===== src/rtl/serial_in_parallel_out_framed_pkg.sv =====
// Shared definitions for the framed deserializer and the parallel register stage.
//   state_t        : frame FSM states
//   clog2()        : width of a counter that must hold 0..value-1
//   DEFAULT_WIDTH  : word width shared with the downstream register stage
package shift_reg_pkg;

   localparam int DEFAULT_WIDTH = 8;

   typedef enum logic {
      IDLE    = 1'b0,
      RECEIVE = 1'b1
   } state_t;

   function automatic int clog2(input int value);
      int r;
      r = 0;
      for (int i = 0; i < 31; i++)
         if ((1 << i) < value) r = i + 1;
      return r;
   endfunction

endpackage


===== src/rtl/serial_in_parallel_out_framed_if.sv =====
// Bus bundle between the serial source / word consumer and the deserializer.
//   master : drives serial bit, strobe, frame start, ready and overrun clear
//   slave  : the deserializer; drives parallel word, valid, overrun, bit count
interface serial_in_parallel_out_framed_if
   import shift_reg_pkg::*;
#(
   parameter int WIDTH = DEFAULT_WIDTH
) ();
   localparam int CW = clog2(WIDTH + 1);

   logic             Serial_Data_In;
   logic             Shift_En_In;
   logic             Frame_Start_In;
   logic             Data_Ready_In;
   logic             Overrun_Clear_In;
   logic [WIDTH-1:0] Parallel_Data_Out;
   logic             Data_Valid_Out;
   logic             Overrun_Out;
   logic [CW-1:0]    Bit_Count_Out;

   modport master (
      output Serial_Data_In, Shift_En_In, Frame_Start_In, Data_Ready_In, Overrun_Clear_In,
      input  Parallel_Data_Out, Data_Valid_Out, Overrun_Out, Bit_Count_Out
   );

   modport slave (
      input  Serial_Data_In, Shift_En_In, Frame_Start_In, Data_Ready_In, Overrun_Clear_In,
      output Parallel_Data_Out, Data_Valid_Out, Overrun_Out, Bit_Count_Out
   );
endinterface


===== src/rtl/sipo_output_holder.sv =====
// One-word valid/ready holding register with sticky overrun detection.
//   Clk_In, Reset_In : falling-edge clock, async active-high reset
//   Load_In/Load_Data_In : a completed word is offered this edge
//   Ready_In         : consumer takes the held word when valid
//   Overrun_Clear_In : clears the sticky overrun flag
//   Data_Out/Valid_Out/Overrun_Out : held word, its valid, dropped-word flag
module sipo_output_holder #(
   parameter int WIDTH = 8
) (
   input  logic             Clk_In,
   input  logic             Reset_In,
   input  logic             Load_In,
   input  logic [WIDTH-1:0] Load_Data_In,
   input  logic             Ready_In,
   input  logic             Overrun_Clear_In,
   output logic [WIDTH-1:0] Data_Out,
   output logic             Valid_Out,
   output logic             Overrun_Out
);
   logic consume;
   logic drop;

   assign consume = Valid_Out & Ready_In;
   // A new word is lost only if the slot is still occupied after this edge.
   assign drop    = Load_In & Valid_Out & ~Ready_In;

   always_ff @(negedge Clk_In or posedge Reset_In) begin
      if (Reset_In) begin
         Data_Out  <= '0;
         Valid_Out <= 1'b0;
      end else if (Load_In && !drop) begin
         // Covers the empty slot and the consume-and-refill on the same edge.
         Data_Out  <= Load_Data_In;
         Valid_Out <= 1'b1;
      end else if (consume) begin
         Valid_Out <= 1'b0;
      end
   end

   // Set has priority so a clear cannot hide an overrun on the same edge.
   always_ff @(negedge Clk_In or posedge Reset_In) begin
      if (Reset_In)              Overrun_Out <= 1'b0;
      else if (drop)             Overrun_Out <= 1'b1;
      else if (Overrun_Clear_In) Overrun_Out <= 1'b0;
   end
endmodule


===== src/rtl/serial_in_parallel_out_framed.sv =====
// Framed serial-to-parallel deserializer.
//   Clk_In   : clock, all state changes on the falling edge
//   Reset_In : async active-high reset
//   bus      : serial input, frame start, strobe, parallel word handshake,
//              overrun flag and current bit count
// A frame begins on a strobed bit with Frame_Start_In; WIDTH strobed bits
// make a word, which is handed to the output holder on the completing edge.
module serial_in_parallel_out_framed
   import shift_reg_pkg::*;
#(
   parameter int WIDTH      = DEFAULT_WIDTH,
   parameter bit MSB_FIRST  = 1'b1,
   parameter bit CONTINUOUS = 1'b0
) (
   input  logic Clk_In,
   input  logic Reset_In,
   serial_in_parallel_out_framed_if.slave bus
);
   localparam int CW = clog2(WIDTH + 1);

   state_t           state_q, state_d;
   logic [WIDTH-1:0] shift_q, shift_d, shifted;
   logic [CW-1:0]    cnt_q, cnt_d;
   logic             word_done;

   // Register contents with the current serial bit already inserted.
   always_comb begin
      if (MSB_FIRST) shifted = {shift_q[WIDTH-2:0], bus.Serial_Data_In};
      else           shifted = {bus.Serial_Data_In, shift_q[WIDTH-1:1]};
   end

   always_comb begin
      state_d   = state_q;
      shift_d   = shift_q;
      cnt_d     = cnt_q;
      word_done = 1'b0;
      if (bus.Shift_En_In) begin
         unique case (state_q)
            IDLE: begin
               if (bus.Frame_Start_In) begin
                  shift_d = shifted;
                  cnt_d   = CW'(1);
                  state_d = RECEIVE;
               end
            end
            RECEIVE: begin
               shift_d = shifted;
               if (bus.Frame_Start_In) begin
                  // Restart: the partial word is silently abandoned.
                  cnt_d = CW'(1);
               end else if (cnt_q == CW'(WIDTH - 1)) begin
                  word_done = 1'b1;
                  cnt_d     = '0;
                  state_d   = CONTINUOUS ? RECEIVE : IDLE;
               end else begin
                  cnt_d = cnt_q + CW'(1);
               end
            end
            default: state_d = IDLE;
         endcase
      end
   end

   always_ff @(negedge Clk_In or posedge Reset_In) begin
      if (Reset_In) begin
         state_q <= IDLE;
         shift_q <= '0;
         cnt_q   <= '0;
      end else begin
         state_q <= state_d;
         shift_q <= shift_d;
         cnt_q   <= cnt_d;
      end
   end

   assign bus.Bit_Count_Out = cnt_q;

   sipo_output_holder #(.WIDTH(WIDTH)) u_holder (
      .Clk_In           (Clk_In),
      .Reset_In         (Reset_In),
      .Load_In          (word_done),
      .Load_Data_In     (shifted),
      .Ready_In         (bus.Data_Ready_In),
      .Overrun_Clear_In (bus.Overrun_Clear_In),
      .Data_Out         (bus.Parallel_Data_Out),
      .Valid_Out        (bus.Data_Valid_Out),
      .Overrun_Out      (bus.Overrun_Out)
   );
endmodule

===== src/flat_wrapper.sv =====
// flat-port wrapper written by rule: the top's interface ports become plain ports
module serial_in_parallel_out_framed_flat import shift_reg_pkg::*;
#(
   parameter int WIDTH      = DEFAULT_WIDTH,
   parameter bit MSB_FIRST  = 1'b1,
   parameter bit CONTINUOUS = 1'b0
)
  (Clk_In, Reset_In, bus_Serial_Data_In, bus_Shift_En_In, bus_Frame_Start_In, bus_Data_Ready_In, bus_Overrun_Clear_In, bus_Parallel_Data_Out, bus_Data_Valid_Out, bus_Overrun_Out, bus_Bit_Count_Out);
  serial_in_parallel_out_framed_if #(.WIDTH(WIDTH)) bus_i ();
  input  logic Clk_In;
  input  logic Reset_In;
  input wire logic [$bits(bus_i.Serial_Data_In)-1:0] bus_Serial_Data_In;
  input wire logic [$bits(bus_i.Shift_En_In)-1:0] bus_Shift_En_In;
  input wire logic [$bits(bus_i.Frame_Start_In)-1:0] bus_Frame_Start_In;
  input wire logic [$bits(bus_i.Data_Ready_In)-1:0] bus_Data_Ready_In;
  input wire logic [$bits(bus_i.Overrun_Clear_In)-1:0] bus_Overrun_Clear_In;
  output wire logic [$bits(bus_i.Parallel_Data_Out)-1:0] bus_Parallel_Data_Out;
  output wire logic [$bits(bus_i.Data_Valid_Out)-1:0] bus_Data_Valid_Out;
  output wire logic [$bits(bus_i.Overrun_Out)-1:0] bus_Overrun_Out;
  output wire logic [$bits(bus_i.Bit_Count_Out)-1:0] bus_Bit_Count_Out;
  assign bus_i.Serial_Data_In = bus_Serial_Data_In;
  assign bus_i.Shift_En_In = bus_Shift_En_In;
  assign bus_i.Frame_Start_In = bus_Frame_Start_In;
  assign bus_i.Data_Ready_In = bus_Data_Ready_In;
  assign bus_i.Overrun_Clear_In = bus_Overrun_Clear_In;
  assign bus_Parallel_Data_Out = bus_i.Parallel_Data_Out;
  assign bus_Data_Valid_Out = bus_i.Data_Valid_Out;
  assign bus_Overrun_Out = bus_i.Overrun_Out;
  assign bus_Bit_Count_Out = bus_i.Bit_Count_Out;
  serial_in_parallel_out_framed #(.WIDTH(WIDTH), .MSB_FIRST(MSB_FIRST), .CONTINUOUS(CONTINUOUS)) u_core (.Clk_In(Clk_In), .Reset_In(Reset_In), .bus(bus_i));
endmodule

===== config.mk =====
export PLATFORM = sky130hd
export DESIGN_NAME = serial_in_parallel_out_framed_flat
export DESIGN_NICKNAME = d
export VERILOG_FILES = /design/src/rtl/serial_in_parallel_out_framed_pkg.sv /design/src/rtl/serial_in_parallel_out_framed_if.sv /design/src/rtl/sipo_output_holder.sv /design/src/rtl/serial_in_parallel_out_framed.sv /design/src/flat_wrapper.sv
export SDC_FILE = /design/constraint.sdc
export NUM_CORES = 1
export LEC_CHECK = 0
export ABC_AREA = 1
export BUFFER_PORTS_ARGS = -buffer_cell sky130_fd_sc_hd__buf_2
export CORE_MARGIN = 2
export CORE_UTILIZATION = 45
export CTS_BUF_LIST = sky130_fd_sc_hd__clkbuf_8 sky130_fd_sc_hd__clkbuf_16
export DETAILED_ROUTE_END_ITERATION = 10
export GPL_TIMING_DRIVEN = 0
export PLACE_DENSITY = 0.66
export RECOVER_POWER = 100
export SLEW_MARGIN = 40
export SYNTH_ARGS = -nofsm -noshare
export SYNTH_HDL_FRONTEND = slang
export SYNTH_SLANG_ARGS = --single-unit

===== constraint.sdc =====
create_clock -name Clk_In -period 2 [get_ports Clk_In]
set_clock_uncertainty 0.15 [all_clocks]
set_input_delay 0.3 -clock Clk_In [delete_from_list [all_inputs] [get_ports Clk_In]]
set_output_delay 0.3 -clock Clk_In [all_outputs]
set_load 0.03 [all_outputs]

==> flow_metrics.tcl <==
set metrics [dict create \
    status "complete, but fails checks" \
    violations "negative setup slack" \
    num_rows 17 \
    synth-seq-cells 22 \
    chipHeight_um 51.5 \
    cts_buffers 3 \
    area_growth_pct 42.0 \
    crit_family "flip-flops" \
    yosys_warnings 0 \
    hpwlAfterDp_um 1440 \
    fill_cells 179 \
    final_common_cell "nand2_1" \
    total_leakage_power_nw 0.757 \
    num-nets-final 158 \
    final_cell_mix "37 x nand2_1, 22 x dfrtn_1, 16 x buf_6" \
    synth_nets 119 \
    seq_area_frac_synth_pct 54.2 \
    yosys.area.top_type "dfrtn_1" \
    maxSlewViolCount 0 \
    drtPass1Iterations 5 \
    rsz0062_at_grt "true" \
    vias 892 \
    insertion_delay_ns 0.27 \
    grt_util_met2_pct 31.6 \
    worst_hold_slack_ns 0.301 \
    initial_core_util_pct 46.8 \
    place_area_um2 1180 \
    top_usage_layer "met2" \
    yosysTopAreaCellShare_pct 54.2 \
    chipWidth_um 51.5 \
    worstSetupStartpointType "flip-flop" \
    met3_usage_pct 1.72 \
    cts_sinks 22 \
    netlist_area_um2 1020 \
    use_met1_pct 22.0 \
    setup_viol 14 \
    detail_route.wl_per_cell_um 12.1 \
    core_area_um2 2170 \
    p_per_area_nw_per_um2 1110 \
    worst_slew_pin_slew_ns 0.819 \
    critPathMaxStageDelay_ns 0.44 \
    synth_area_leaders "dfrtn_1 54%, nand2_1 14%, nand4_1 5.5%, nand3_1 3.9%, buf_6 3.3%" \
    via_per_inst 5.04 \
    endpoint_kind "output port" \
    path_max_fanout 2 \
    power_mw 1.60 \
    grt.total_usage_pct 17.7 \
    required_ns 1.55 \
    path_clk_slew_ns 0.05 \
    maxCapViolations 0 \
    antenna_found_initial 0 \
    grt_overflow 0 \
    cp_slowest_cell "dfrtn_1" \
    portBuffers 20 \
    h-tree-depth 1 \
    gp_congestion 0.695 \
    io_pins 21 \
    grt_pass1_wl_um 3550 \
    first_iter_violations 23 \
    grt_max_degree 23 \
    final_area_um2 1440 \
    antenna_cells 0 \
    syn_area_per_cell_um2 9.15 \
    critPathArrivalTime_ns 1.86 \
    synthDistinctLibCells 19 \
    drtAntennaViolNets 0 \
    crit_buf_inv 1 \
    critical_path_class "flip-flop to output port" \
    peakVddDrop_v 0.000723 \
    finalHoldViolCount 0 \
    wl_um 2150 \
    fin_tns_setup_ns -4.07 \
    dieArea_um2 2650 \
    grt_pass1_vias 835 \
    cts_hold_buf 0 \
    drc 0 \
    fin_ws_ns -0.314 \
    hold_path_class "flip-flop to flip-flop" \
    slew_headroom_pct 45.3 \
    clockRootBuffer "clkbuf_8" \
    synthCells 111 \
    cts_tree "yes" \
    post_route_cells_drive_above_1_share_pct 36.2 \
    crit_path_cell_trace "buf_6" \
    clockBufferDepth 2 \
]
==> sequential cells by signal (all words and copies together) (netlist names) <==
register / count
u_core.u_holder.Valid_Out: 1
u_core.state_q: 1
u_core.u_holder.Overrun_Out: 1
u_core.u_holder.Data_Out: 8
u_core.shift_q: 7
u_core.bus.Bit_Count_Out: 4
==> area by class of cell <==
type | instances | area [µm²] | share of cell area (%)
clock inverters | 1 | 30.0 | 2.08
inverters | 6 | 22.5 | 1.56
repair buffers | 34 | 294 | 20.4
clock buffers | 3 | 41.3 | 2.86
plain buffers | 4 | 42.5 | 2.95
flip-flops and latches | 22 | 551 | 38.2
multi-input cells | 79 | 427 | 29.6
well taps | 28 | 35.0 | 2.43
==> synthesized netlist by cell type <==
library cell and instances:
inv_1 6, ha_1 1, buf_2 1, nand2_8 1, o21ai_2 1, buf_6 3, nand2_1 39, nand3b_1 1
nand3_2 1, nor2_1 7, nand3_1 8, dfrtn_1 22, nor2_4 2, o21ai_0 2, nor3b_1 1, a21oi_1 1
nand4_1 9, nor2_2 1, nand2_2 4
==> cells by family after synthesis <==
logic type | Yosys count | share of synthesized area (%)
flops | 22 | 54.2
fa+ha+maj | 1 | 1.23
compound gates | 4 | 2.34
buf+inv | 10 | 6.03
simple gates | 74 | 36.2
==> final timing paths <==
| check | from | endpoint | slack, ns | cells past startpoint |
|---|---|---|---|---|
| min reg2reg | u_core.shift_q[1]$_DFFE_NP0P_ | u_core.shift_q[2]$_DFFE_NP0P_ | 0.30 | 2 |
| max in group asynchronous | Reset_In | u_core.u_holder.Data_Out[3]$_DFFE_NP0P_ | 0.26 | 2 |
| min | u_core.shift_q[1]$_DFFE_NP0P_ | u_core.shift_q[2]$_DFFE_NP0P_ | 0.30 | 2 |
| min in group asynchronous | Reset_In | u_core.u_holder.Valid_Out$_DFFE_NP0P_ | 0.91 | 2 |
| max | u_core.bus.Bit_Count_Out[0]$_DFFE_NP0P_ | bus_Bit_Count_Out[0] | -0.31 | 1 |
| max reg2reg | u_core.bus.Bit_Count_Out[0]$_DFFE_NP0P_ | u_core.state_q$_DFFE_NP0P_ | 0.38 | 8 |
==> per-stage QoR <==
step / worst slack, ns / instances / util, %
detailed placement: -0.235 / 159 / 54.4
floorplan: -0.0801 / 111 / -
CTS: -0.317 / 172 / 64.9
global route: -0.334 / 177 / 66.5
global placement: -0.216 / 159 / 54.4
finish: -0.314 / 177 / 66.5
==> report_power, final <==
part / switching [mW] / internal, mW
clock network: 0.150 / 0.267
logic: 0.297 / 0.268
registers: 0.0704 / 0.548
==> metal layers <==
| metal | wire (µm) | part of all wire [%] | vias up |
|---|---|---|---|
| li1 | - | - | 437 |
| met1 | 939 | 44 | 433 |
| met2 | 1110 | 52 | 18 |
| met3 | 65 | 3.0 | 4 |
| met4 | 34 | 1.6 | 0 |
| met5 | 0 | 0 | - |
==> what timing repair did <==
action	in CTS	in global routing
setup endpoints to repair	14	15
pin swaps	0	3
gates resized for setup	28	3
setup buffers	9	5
No activity file was read; power rests on OpenSTA's default activity.
